### config.mk
export PLATFORM = sky130hd
export DESIGN_NAME = parking_gate_arbiter_flat
export DESIGN_NICKNAME = d
export VERILOG_FILES = /design/src/rtl/parking_gate_arbiter_if.sv /design/src/rtl/parking_gate_arbiter.sv /design/src/flat_wrapper.sv
export SDC_FILE = /design/constraint.sdc
export NUM_CORES = 1
export LEC_CHECK = 0
export BUFFER_PORTS_ARGS = -buffer_cell sky130_fd_sc_hd__buf_2
export CAP_MARGIN = 15
export CORE_MARGIN = 2
export CORE_UTILIZATION = 40
export DETAILED_ROUTE_END_ITERATION = 8
export GPL_TIMING_DRIVEN = 0
export MAX_ROUTING_LAYER = met4
export PLACE_DENSITY = 0.65
export RECOVER_POWER = 25
export SETUP_SLACK_MARGIN = 0.3
export SLEW_MARGIN = 5
export SYNTH_ARGS = -nofsm -noshare
export SYNTH_HDL_FRONTEND = slang
export SYNTH_SLANG_ARGS = --single-unit
### constraint.sdc
create_clock -name clk -period 5.6 [get_ports clk]
set_clock_uncertainty 0.2 [all_clocks]
set_input_delay 0 -clock clk [delete_from_list [all_inputs] [get_ports clk]]
set_output_delay 0 -clock clk [all_outputs]
set_load 0.02 [all_outputs]
### src/rtl/parking_gate_arbiter_if.sv
// Gate-side and manager-side signal bundle for parking_gate_arbiter.
// The arbiter connects through the slave modport; gates/manager model use master.
interface parking_gate_arbiter_if #(
    parameter int NUM_GATES = 4
);
    logic [NUM_GATES-1:0] gate_req;
    logic [NUM_GATES-1:0] gate_dir;
    logic [NUM_GATES-1:0] gate_uni;
    logic [NUM_GATES-1:0] gate_ack;
    logic                 gate_ok;
    logic [NUM_GATES-1:0] barrier_open;
    logic [9:0]           uni_parked_car;
    logic [9:0]           parked_car;
    logic                 uni_is_vacated_space;
    logic                 is_vacated_space;
    logic                 car_entered;
    logic                 is_uni_car_entered;
    logic                 car_exited;
    logic                 is_uni_car_exited;
    logic [15:0]          deny_count;

    modport slave (
        input  gate_req, gate_dir, gate_uni,
        input  uni_parked_car, parked_car, uni_is_vacated_space, is_vacated_space,
        output gate_ack, gate_ok, barrier_open,
        output car_entered, is_uni_car_entered, car_exited, is_uni_car_exited,
        output deny_count
    );

    modport master (
        output gate_req, gate_dir, gate_uni,
        output uni_parked_car, parked_car, uni_is_vacated_space, is_vacated_space,
        input  gate_ack, gate_ok, barrier_open,
        input  car_entered, is_uni_car_entered, car_exited, is_uni_car_exited,
        input  deny_count
    );
endinterface

### src/rtl/parking_gate_arbiter.sv
// Round-robin arbiter sharing one Parking_management event port among several gates.
// Optional denied-request counter enabled by defining PARK_ARB_STATS_EN.
module parking_gate_arbiter #(
    parameter int NUM_GATES   = 4,
    parameter int OPEN_CYCLES = 8
) (
    input  logic                  clk,
    input  logic                  rst_n,
    parking_gate_arbiter_if.slave bus
);
    localparam int IDX_W = (NUM_GATES > 1) ? $clog2(NUM_GATES) : 1;
    localparam int TMR_W = $clog2(OPEN_CYCLES + 1);
    localparam logic [IDX_W-1:0] LAST_RST = IDX_W'(NUM_GATES - 1);
    localparam logic [TMR_W-1:0] TMR_LOAD = TMR_W'(OPEN_CYCLES);
    localparam logic [TMR_W-1:0] TMR_ZERO = {TMR_W{1'b0}};
    localparam logic [TMR_W-1:0] TMR_ONE  = TMR_W'(1);

    typedef enum logic [1:0] {
        S_IDLE   = 2'd0,
        S_PULSE  = 2'd1,
        S_SETTLE = 2'd2
    } state_t;

    state_t               r_state;
    state_t               w_state_nxt;
    logic [IDX_W-1:0]     r_last;
    logic [IDX_W-1:0]     r_win;
    logic [IDX_W-1:0]     w_win;
    logic                 r_verdict;
    logic                 w_verdict;
    logic                 w_found;
    logic [NUM_GATES-1:0] w_elig;
    logic [NUM_GATES-1:0] r_gate_ack;
    logic [NUM_GATES-1:0] w_gate_ack;
    logic                 r_gate_ok;
    logic                 w_gate_ok;
    logic [NUM_GATES-1:0] w_load;
    logic [NUM_GATES-1:0] r_barrier;
    // event bits: {car_entered, is_uni_car_entered, car_exited, is_uni_car_exited}
    logic [3:0]           r_evt;
    logic [3:0]           w_evt;
    logic [TMR_W-1:0]     r_timer     [NUM_GATES];
    logic [TMR_W-1:0]     w_timer_nxt [NUM_GATES];

    function automatic logic admit(
        input logic       dir,
        input logic       uni,
        input logic       uni_vac,
        input logic       vac,
        input logic [9:0] uni_cnt,
        input logic [9:0] cnt
    );
        logic ok;
        if (dir) begin
            ok = uni ? uni_vac : vac;
        end else begin
            ok = uni ? (uni_cnt != 10'd0) : (cnt != 10'd0);
        end
        return ok;
    endfunction

    assign w_elig = bus.gate_req & ~r_barrier;

    // Round-robin winner search starting just after the last served gate.
    always_comb begin
        w_found = 1'b0;
        w_win   = r_last;
        for (int k = 1; k <= NUM_GATES; k++) begin
            if (!w_found && w_elig[IDX_W'((int'(r_last) + k) % NUM_GATES)]) begin
                w_found = 1'b1;
                w_win   = IDX_W'((int'(r_last) + k) % NUM_GATES);
            end else begin
                w_found = w_found;
            end
        end
    end

    assign w_verdict = admit(bus.gate_dir[w_win], bus.gate_uni[w_win],
                             bus.uni_is_vacated_space, bus.is_vacated_space,
                             bus.uni_parked_car, bus.parked_car);

    // Next state plus next values of the registered outputs.
    always_comb begin
        w_state_nxt = r_state;
        w_evt       = 4'b0000;
        w_gate_ack  = {NUM_GATES{1'b0}};
        w_gate_ok   = 1'b0;
        w_load      = {NUM_GATES{1'b0}};
        case (r_state)
            S_IDLE: begin
                if (w_found) begin
                    w_state_nxt = S_PULSE;
                    if (w_verdict) begin
                        w_evt = bus.gate_dir[w_win] ? {1'b1, bus.gate_uni[w_win], 2'b00}
                                                    : {2'b00, 1'b1, bus.gate_uni[w_win]};
                    end else begin
                        w_evt = 4'b0000;
                    end
                end else begin
                    w_state_nxt = S_IDLE;
                end
            end
            S_PULSE: begin
                w_state_nxt       = S_SETTLE;
                w_gate_ack[r_win] = 1'b1;
                w_gate_ok         = r_verdict;
                w_load[r_win]     = r_verdict;
            end
            S_SETTLE: begin
                w_state_nxt = S_IDLE;
            end
            default: begin
                w_state_nxt = S_IDLE;
            end
        endcase
    end

    // Barrier timers: load on acceptance, otherwise count down to zero.
    always_comb begin
        for (int i = 0; i < NUM_GATES; i++) begin
            if (w_load[i]) begin
                w_timer_nxt[i] = TMR_LOAD;
            end else if (r_timer[i] != TMR_ZERO) begin
                w_timer_nxt[i] = r_timer[i] - TMR_ONE;
            end else begin
                w_timer_nxt[i] = r_timer[i];
            end
        end
    end

    // FSM state and captured transaction.
    always_ff @(posedge clk or negedge rst_n) begin
        if (!rst_n) begin
            r_state   <= S_IDLE;
            r_last    <= LAST_RST;
            r_win     <= {IDX_W{1'b0}};
            r_verdict <= 1'b0;
        end else begin
            r_state <= w_state_nxt;
            if ((r_state == S_IDLE) && w_found) begin
                r_last    <= w_win;
                r_win     <= w_win;
                r_verdict <= w_verdict;
            end else begin
                r_last    <= r_last;
                r_win     <= r_win;
                r_verdict <= r_verdict;
            end
        end
    end

    // Registered outputs and barrier timers.
    always_ff @(posedge clk or negedge rst_n) begin
        if (!rst_n) begin
            r_evt      <= 4'b0000;
            r_gate_ack <= {NUM_GATES{1'b0}};
            r_gate_ok  <= 1'b0;
            r_barrier  <= {NUM_GATES{1'b0}};
            for (int i = 0; i < NUM_GATES; i++) begin
                r_timer[i] <= TMR_ZERO;
            end
        end else begin
            r_evt      <= w_evt;
            r_gate_ack <= w_gate_ack;
            r_gate_ok  <= w_gate_ok;
            for (int i = 0; i < NUM_GATES; i++) begin
                r_timer[i]   <= w_timer_nxt[i];
                r_barrier[i] <= (w_timer_nxt[i] != TMR_ZERO);
            end
        end
    end

    assign bus.car_entered        = r_evt[3];
    assign bus.is_uni_car_entered = r_evt[2];
    assign bus.car_exited         = r_evt[1];
    assign bus.is_uni_car_exited  = r_evt[0];
    assign bus.gate_ack           = r_gate_ack;
    assign bus.gate_ok            = r_gate_ok;
    assign bus.barrier_open       = r_barrier;

`ifdef PARK_ARB_STATS_EN
    logic [15:0] r_deny_count;

    // Saturating count of denials, updated as the deny ack is raised.
    always_ff @(posedge clk or negedge rst_n) begin
        if (!rst_n) begin
            r_deny_count <= 16'd0;
        end else if ((r_state == S_PULSE) && !r_verdict && (r_deny_count != 16'hFFFF)) begin
            r_deny_count <= r_deny_count + 16'd1;
        end else begin
            r_deny_count <= r_deny_count;
        end
    end

    assign bus.deny_count = r_deny_count;
`else
    assign bus.deny_count = 16'd0;
`endif

endmodule

### src/flat_wrapper.sv
// flat-port wrapper written by rule: the top's interface ports become plain ports
module parking_gate_arbiter_flat 
#(
    parameter int NUM_GATES   = 4,
    parameter int OPEN_CYCLES = 8
)
  (clk, rst_n, bus_gate_req, bus_gate_dir, bus_gate_uni, bus_uni_parked_car, bus_parked_car, bus_uni_is_vacated_space, bus_is_vacated_space, bus_gate_ack, bus_gate_ok, bus_barrier_open, bus_car_entered, bus_is_uni_car_entered, bus_car_exited, bus_is_uni_car_exited, bus_deny_count);
  parking_gate_arbiter_if #(.NUM_GATES(NUM_GATES)) bus_i ();
  input  logic clk;
  input  logic rst_n;
  input wire logic [$bits(bus_i.gate_req)-1:0] bus_gate_req;
  input wire logic [$bits(bus_i.gate_dir)-1:0] bus_gate_dir;
  input wire logic [$bits(bus_i.gate_uni)-1:0] bus_gate_uni;
  input wire logic [$bits(bus_i.uni_parked_car)-1:0] bus_uni_parked_car;
  input wire logic [$bits(bus_i.parked_car)-1:0] bus_parked_car;
  input wire logic [$bits(bus_i.uni_is_vacated_space)-1:0] bus_uni_is_vacated_space;
  input wire logic [$bits(bus_i.is_vacated_space)-1:0] bus_is_vacated_space;
  output wire logic [$bits(bus_i.gate_ack)-1:0] bus_gate_ack;
  output wire logic [$bits(bus_i.gate_ok)-1:0] bus_gate_ok;
  output wire logic [$bits(bus_i.barrier_open)-1:0] bus_barrier_open;
  output wire logic [$bits(bus_i.car_entered)-1:0] bus_car_entered;
  output wire logic [$bits(bus_i.is_uni_car_entered)-1:0] bus_is_uni_car_entered;
  output wire logic [$bits(bus_i.car_exited)-1:0] bus_car_exited;
  output wire logic [$bits(bus_i.is_uni_car_exited)-1:0] bus_is_uni_car_exited;
  output wire logic [$bits(bus_i.deny_count)-1:0] bus_deny_count;
  assign bus_i.gate_req = bus_gate_req;
  assign bus_i.gate_dir = bus_gate_dir;
  assign bus_i.gate_uni = bus_gate_uni;
  assign bus_i.uni_parked_car = bus_uni_parked_car;
  assign bus_i.parked_car = bus_parked_car;
  assign bus_i.uni_is_vacated_space = bus_uni_is_vacated_space;
  assign bus_i.is_vacated_space = bus_is_vacated_space;
  assign bus_gate_ack = bus_i.gate_ack;
  assign bus_gate_ok = bus_i.gate_ok;
  assign bus_barrier_open = bus_i.barrier_open;
  assign bus_car_entered = bus_i.car_entered;
  assign bus_is_uni_car_entered = bus_i.is_uni_car_entered;
  assign bus_car_exited = bus_i.car_exited;
  assign bus_is_uni_car_exited = bus_i.is_uni_car_exited;
  assign bus_deny_count = bus_i.deny_count;
  parking_gate_arbiter #(.NUM_GATES(NUM_GATES), .OPEN_CYCLES(OPEN_CYCLES)) u_core (.clk(clk), .rst_n(rst_n), .bus(bus_i));
endmodule
==> flow_metrics.tcl <==
set metrics [dict create \
    result_of_the_run "complete, but fails checks" \
    violations "capacitance limit, slew limit" \
    hold_path.class "in -> reg" \
    global_route_wire_length_before_repair_mm 6.60 \
    clkLatencyLatePin_ns 0.28 \
    crit_type "reg -> reg" \
    crit_buf_inv 0 \
    yosysTopAreaCellShare_pct 42.6 \
    drcViolationCount 0 \
    synthToLayoutAreaGrowth_pct 29.0 \
    period_share_pct 43.3 \
    n_fill_cell 459 \
    worst_path_max_delay_cell "sky130_fd_sc_hd__dfstp_2" \
    worst_ep_required_time_ns 5.55 \
    ir_drop_mv 0.182 \
    power.share.switching_pct 38.0 \
    die_height_um 74.7 \
    leakagePower_uw 0.00125 \
    final_cells 349 \
    max_slew_margin_pct -28.2 \
    die_area_sq_um 5570 \
    synth_flop_cell "sky130_fd_sc_hd__dfrtp_1" \
    chipWidth_um 74.7 \
    cts-htree-levels 2 \
    synth.avg_cell_area_sq_um 9.89 \
    drive_gt1_share_pct 26.2 \
    pwr_density_cell_nw_per_um2 495 \
    first_global_vias 1532 \
    post-synth-top-area-cell "sky130_fd_sc_hd__dfrtp_1" \
    start_util_pct 42.0 \
    tightestPinTransition_ns 1.92 \
    vias_per_cell 4.54 \
    routabilityCongestion 0.762 \
    antenna_violations_before_repair 0 \
    slowest_delay_ns 0.58 \
    worst-path-max-fanout 6 \
    postSynthCellCount 202 \
    post_cts_resized 0 \
    antenna_cells 0 \
    seq_area_frac_synth_pct 45.2 \
    layout_min_cycle_time_ns 2.42 \
    critical-path-top-cell-by-count "sky130_fd_sc_hd__mux2i_1" \
    tightest_hold_margin_ns 0.0311 \
    postCtsSetupBuffers 0 \
    tritoncts "built" \
    post-place-cells 332 \
    port-buffer-count 48 \
    power_report.internal_total_uw 790 \
    clkSlewWorstSetupHoldPaths_ns 0.08 \
    synth.cell_area_sq_um 2000 \
    antenna_left 0 \
    p_clk_share_pct 19.4 \
    synth_most_common_cell "sky130_fd_sc_hd__dfrtp_1" \
    synth-edff-count 0 \
    seq_power_share_pct 35.7 \
    dp_hpwl_mm 2.88 \
    cp.arrival_ns 2.37 \
    power.total_uw 1270 \
    crit_chain "nand3b_1, nor3b_2, a211oi_4, mux2i_1, mux2i_4, mux2i_1, o311ai_2" \
    synth.lib_cells_used.distinct 40 \
    timing.max_cap.violations 1 \
    synth_async_sr_flop_share_pct 100 \
    synth_seq_cells 36 \
    sum_neg_setup_slack_ns 0 \
    cts_sinks 36 \
    top_cells_by_area_synth "sky130_fd_sc_hd__dfrtp_1 43%, sky130_fd_sc_hd__buf_4 6.0%, sky130_fd_sc_hd__nor2_1 5.3%, sky130_fd_sc_hd__nand2b_1 3.8%, sky130_fd_sc_hd__mux2i_1 3.5%" \
    cts_root_buf "sky130_fd_sc_hd__clkbuf_8" \
    globalRoute.totalOverflow 0 \
    clock.fmax_mhz 413 \
    core_area_sq_um 4750 \
    grt_start_max_net_pins 37 \
    timing.final.max_slew_violations 37 \
    reg2reg_setup_slack_ns 3.18 \
    numCtsBuffers 5 \
    grt_usage_pct 15.8 \
    delay_heaviest_family_cp "multiplexers" \
    final_hold_violation_count 0 \
    cts_buffer_depth 2 \
    finalSetupViolations 0 \
    comb_power_share_pct 44.9 \
    wl_mm 3.86 \
    unrepaired_setup_endpoints_after_global_routing "no" \
    fin_nets 321 \
    netSwitchingPower_uw 485 \
    detailedRoute.firstIterationViolations 87 \
    routed-via-count 1585 \
    critical_path_end_type "register" \
    detailed_router_iteration_count_before_antenna_repair 4 \
    top_level_ports 65 \
    netlist_top_cells_count "34 x sky130_fd_sc_hd__dfrtp_1, 28 x sky130_fd_sc_hd__nor2_1, 16 x sky130_fd_sc_hd__buf_4" \
    crit_path_start_kind "register" \
    wl_per_cell_um 11.0 \
    core.rowCount 25 \
    synth_warnings 0 \
]
-- sequential cells by signal, indices dropped and copies added, names as in the netlist --
name and count:
u_core.r_state 2, u_core.r_verdict 1, u_core.r_timer 16, u_core.r_evt 4, u_core.r_last 2, u_core.bus.gate_ack 4, u_core.r_win 2, u_core.bus.gate_ok 1
u_core.bus.barrier_open 4
-- final cells by class --
type / instances / area (sq um) / area share, %
sequential: 36 / 903 / 35.1
multi-input combinational: 151 / 977 / 37.9
timing repair buffer: 57 / 313 / 12.1
clock inverter: 1 / 30.0 / 1.17
tap: 67 / 83.8 / 3.25
clock buffer: 7 / 96.3 / 3.74
inverter: 14 / 52.6 / 2.04
buffer: 16 / 120 / 4.66
-- worst paths after layout --
path / startpoint / to / cells past startpoint
worst max register to register: u_core.r_last[1]$_DFFE_PN1P_ / u_core.r_verdict$_DFFE_PN0P_ / 7
worst max-delay path: u_core.r_last[1]$_DFFE_PN1P_ / u_core.r_verdict$_DFFE_PN0P_ / 7
max in group asynchronous: rst_n / u_core.bus.barrier_open[0]$_DFF_PN0_ / 2
min in group asynchronous: rst_n / u_core.r_win[0]$_DFFE_PN0P_ / 2
worst min register to register: u_core.r_verdict$_DFFE_PN0P_ / u_core.r_verdict$_DFFE_PN0P_ / 2
worst min-delay path: bus_uni_parked_car[2] / u_core.r_evt[1]$_DFF_PN0_ / 5
-- metrics by stage --
step | instance area, sq um | setup slack [ns] | util [%]
4_1_cts | 2590 | 3.16 | 54.6
3_3_place_gp | 2380 | 3.16 | 50.0
6_report | 2580 | 3.18 | 54.2
5_1_grt | 2580 | 3.05 | 54.2
2_1_floorplan | 2050 | 3.34 | -
3_5_place_dp | 2380 | 3.16 | 50.0
-- power groups by stage --
| stage | Sequential, uW | Clock (uW) | Combinational [uW] |
|---|---|---|---|
| after detailed placement | 457 | 0 | 579 |
| after floorplan | 464 | 0 | 444 |
| after CTS | 453 | 256 | 586 |
| after global routing | 470 | 268 | 656 |
| final | 455 | 248 | 572 |
| after global placement | 458 | 0 | 567 |
-- layout by cell type, fill, tap and decap left out, types with 2 or more instances in the layout --
master / Yosys / final
sky130_fd_sc_hd__nor3b_1: 2 / 2
sky130_fd_sc_hd__o21ai_1: 2 / 2
sky130_fd_sc_hd__ha_1: 4 / 4
sky130_fd_sc_hd__nand2b_2: 2 / 2
sky130_fd_sc_hd__dfstp_2: 2 / 2
sky130_fd_sc_hd__nor3_1: 7 / 7
sky130_fd_sc_hd__dlygate4sd3_1: 0 / 9
sky130_fd_sc_hd__nor4_1: 4 / 4
sky130_fd_sc_hd__dfrtp_1: 34 / 34
sky130_fd_sc_hd__inv_1: 13 / 14
sky130_fd_sc_hd__a211oi_4: 2 / 2
sky130_fd_sc_hd__or4b_1: 4 / 4
sky130_fd_sc_hd__nand2b_1: 12 / 12
sky130_fd_sc_hd__a21oi_1: 10 / 10
sky130_fd_sc_hd__clkbuf_1: 0 / 14
sky130_fd_sc_hd__buf_4: 16 / 16
sky130_fd_sc_hd__o21ai_0: 4 / 4
sky130_fd_sc_hd__nand3_1: 6 / 6
sky130_fd_sc_hd__buf_2: 0 / 34
sky130_fd_sc_hd__nand3b_1: 5 / 5
sky130_fd_sc_hd__or3_1: 4 / 4
sky130_fd_sc_hd__nor2_1: 28 / 28
sky130_fd_sc_hd__nand2_1: 9 / 9
sky130_fd_sc_hd__mux2i_1: 7 / 7
sky130_fd_sc_hd__conb_1: 1 / 16
sky130_fd_sc_hd__xnor2_1: 4 / 4
sky130_fd_sc_hd__clkbuf_8: 0 / 7
sky130_fd_sc_hd__a211o_1: 4 / 4
-- repair_timing --
action / 4_1_cts / 5_1_grt
endpoints found under the setup margin: 0 / 0
hold buffers: 9 / 0
endpoints found under the hold margin: 38 / 0
-- worst min-delay path, stage by stage --
cell                      delay [ns]
sky130_fd_sc_hd__buf_2          0.07
sky130_fd_sc_hd__nor4_1         0.03
sky130_fd_sc_hd__nand3_1        0.10
sky130_fd_sc_hd__mux2i_1        0.11
sky130_fd_sc_hd__nor3_1         0.14
-- routing by layer --
metal  GRT usage (%)  wire length (um)  share of wire, %  vias to the layer above
met4            5.95                63               1.6                        0
li1                -                 -                 -                      823
met1            19.5              1800                47                      726
met3            2.81               132               3.4                        6
met2            26.0              1860                48                       30
met5               -                 0                 0                        -
-- cells by family (layout without fill, tap and decap cells) --
family | after synthesis | in the layout | share of synthesized area, %
AO/OA/AOI/OAI | 29 | 29 | 11.5
XOR/XNOR | 4 | 4 | 1.75
flip-flops | 36 | 36 | 45.2
AND/OR/NAND/NOR | 89 | 89 | 24.9
adder cells (fa/ha/maj) | 4 | 4 | 2.51
buffers and inverters | 30 | 95 | 8.65
multiplexers | 9 | 9 | 5.33
other | 1 | 16 | 0.188
(Power assumes the default switching activity.)
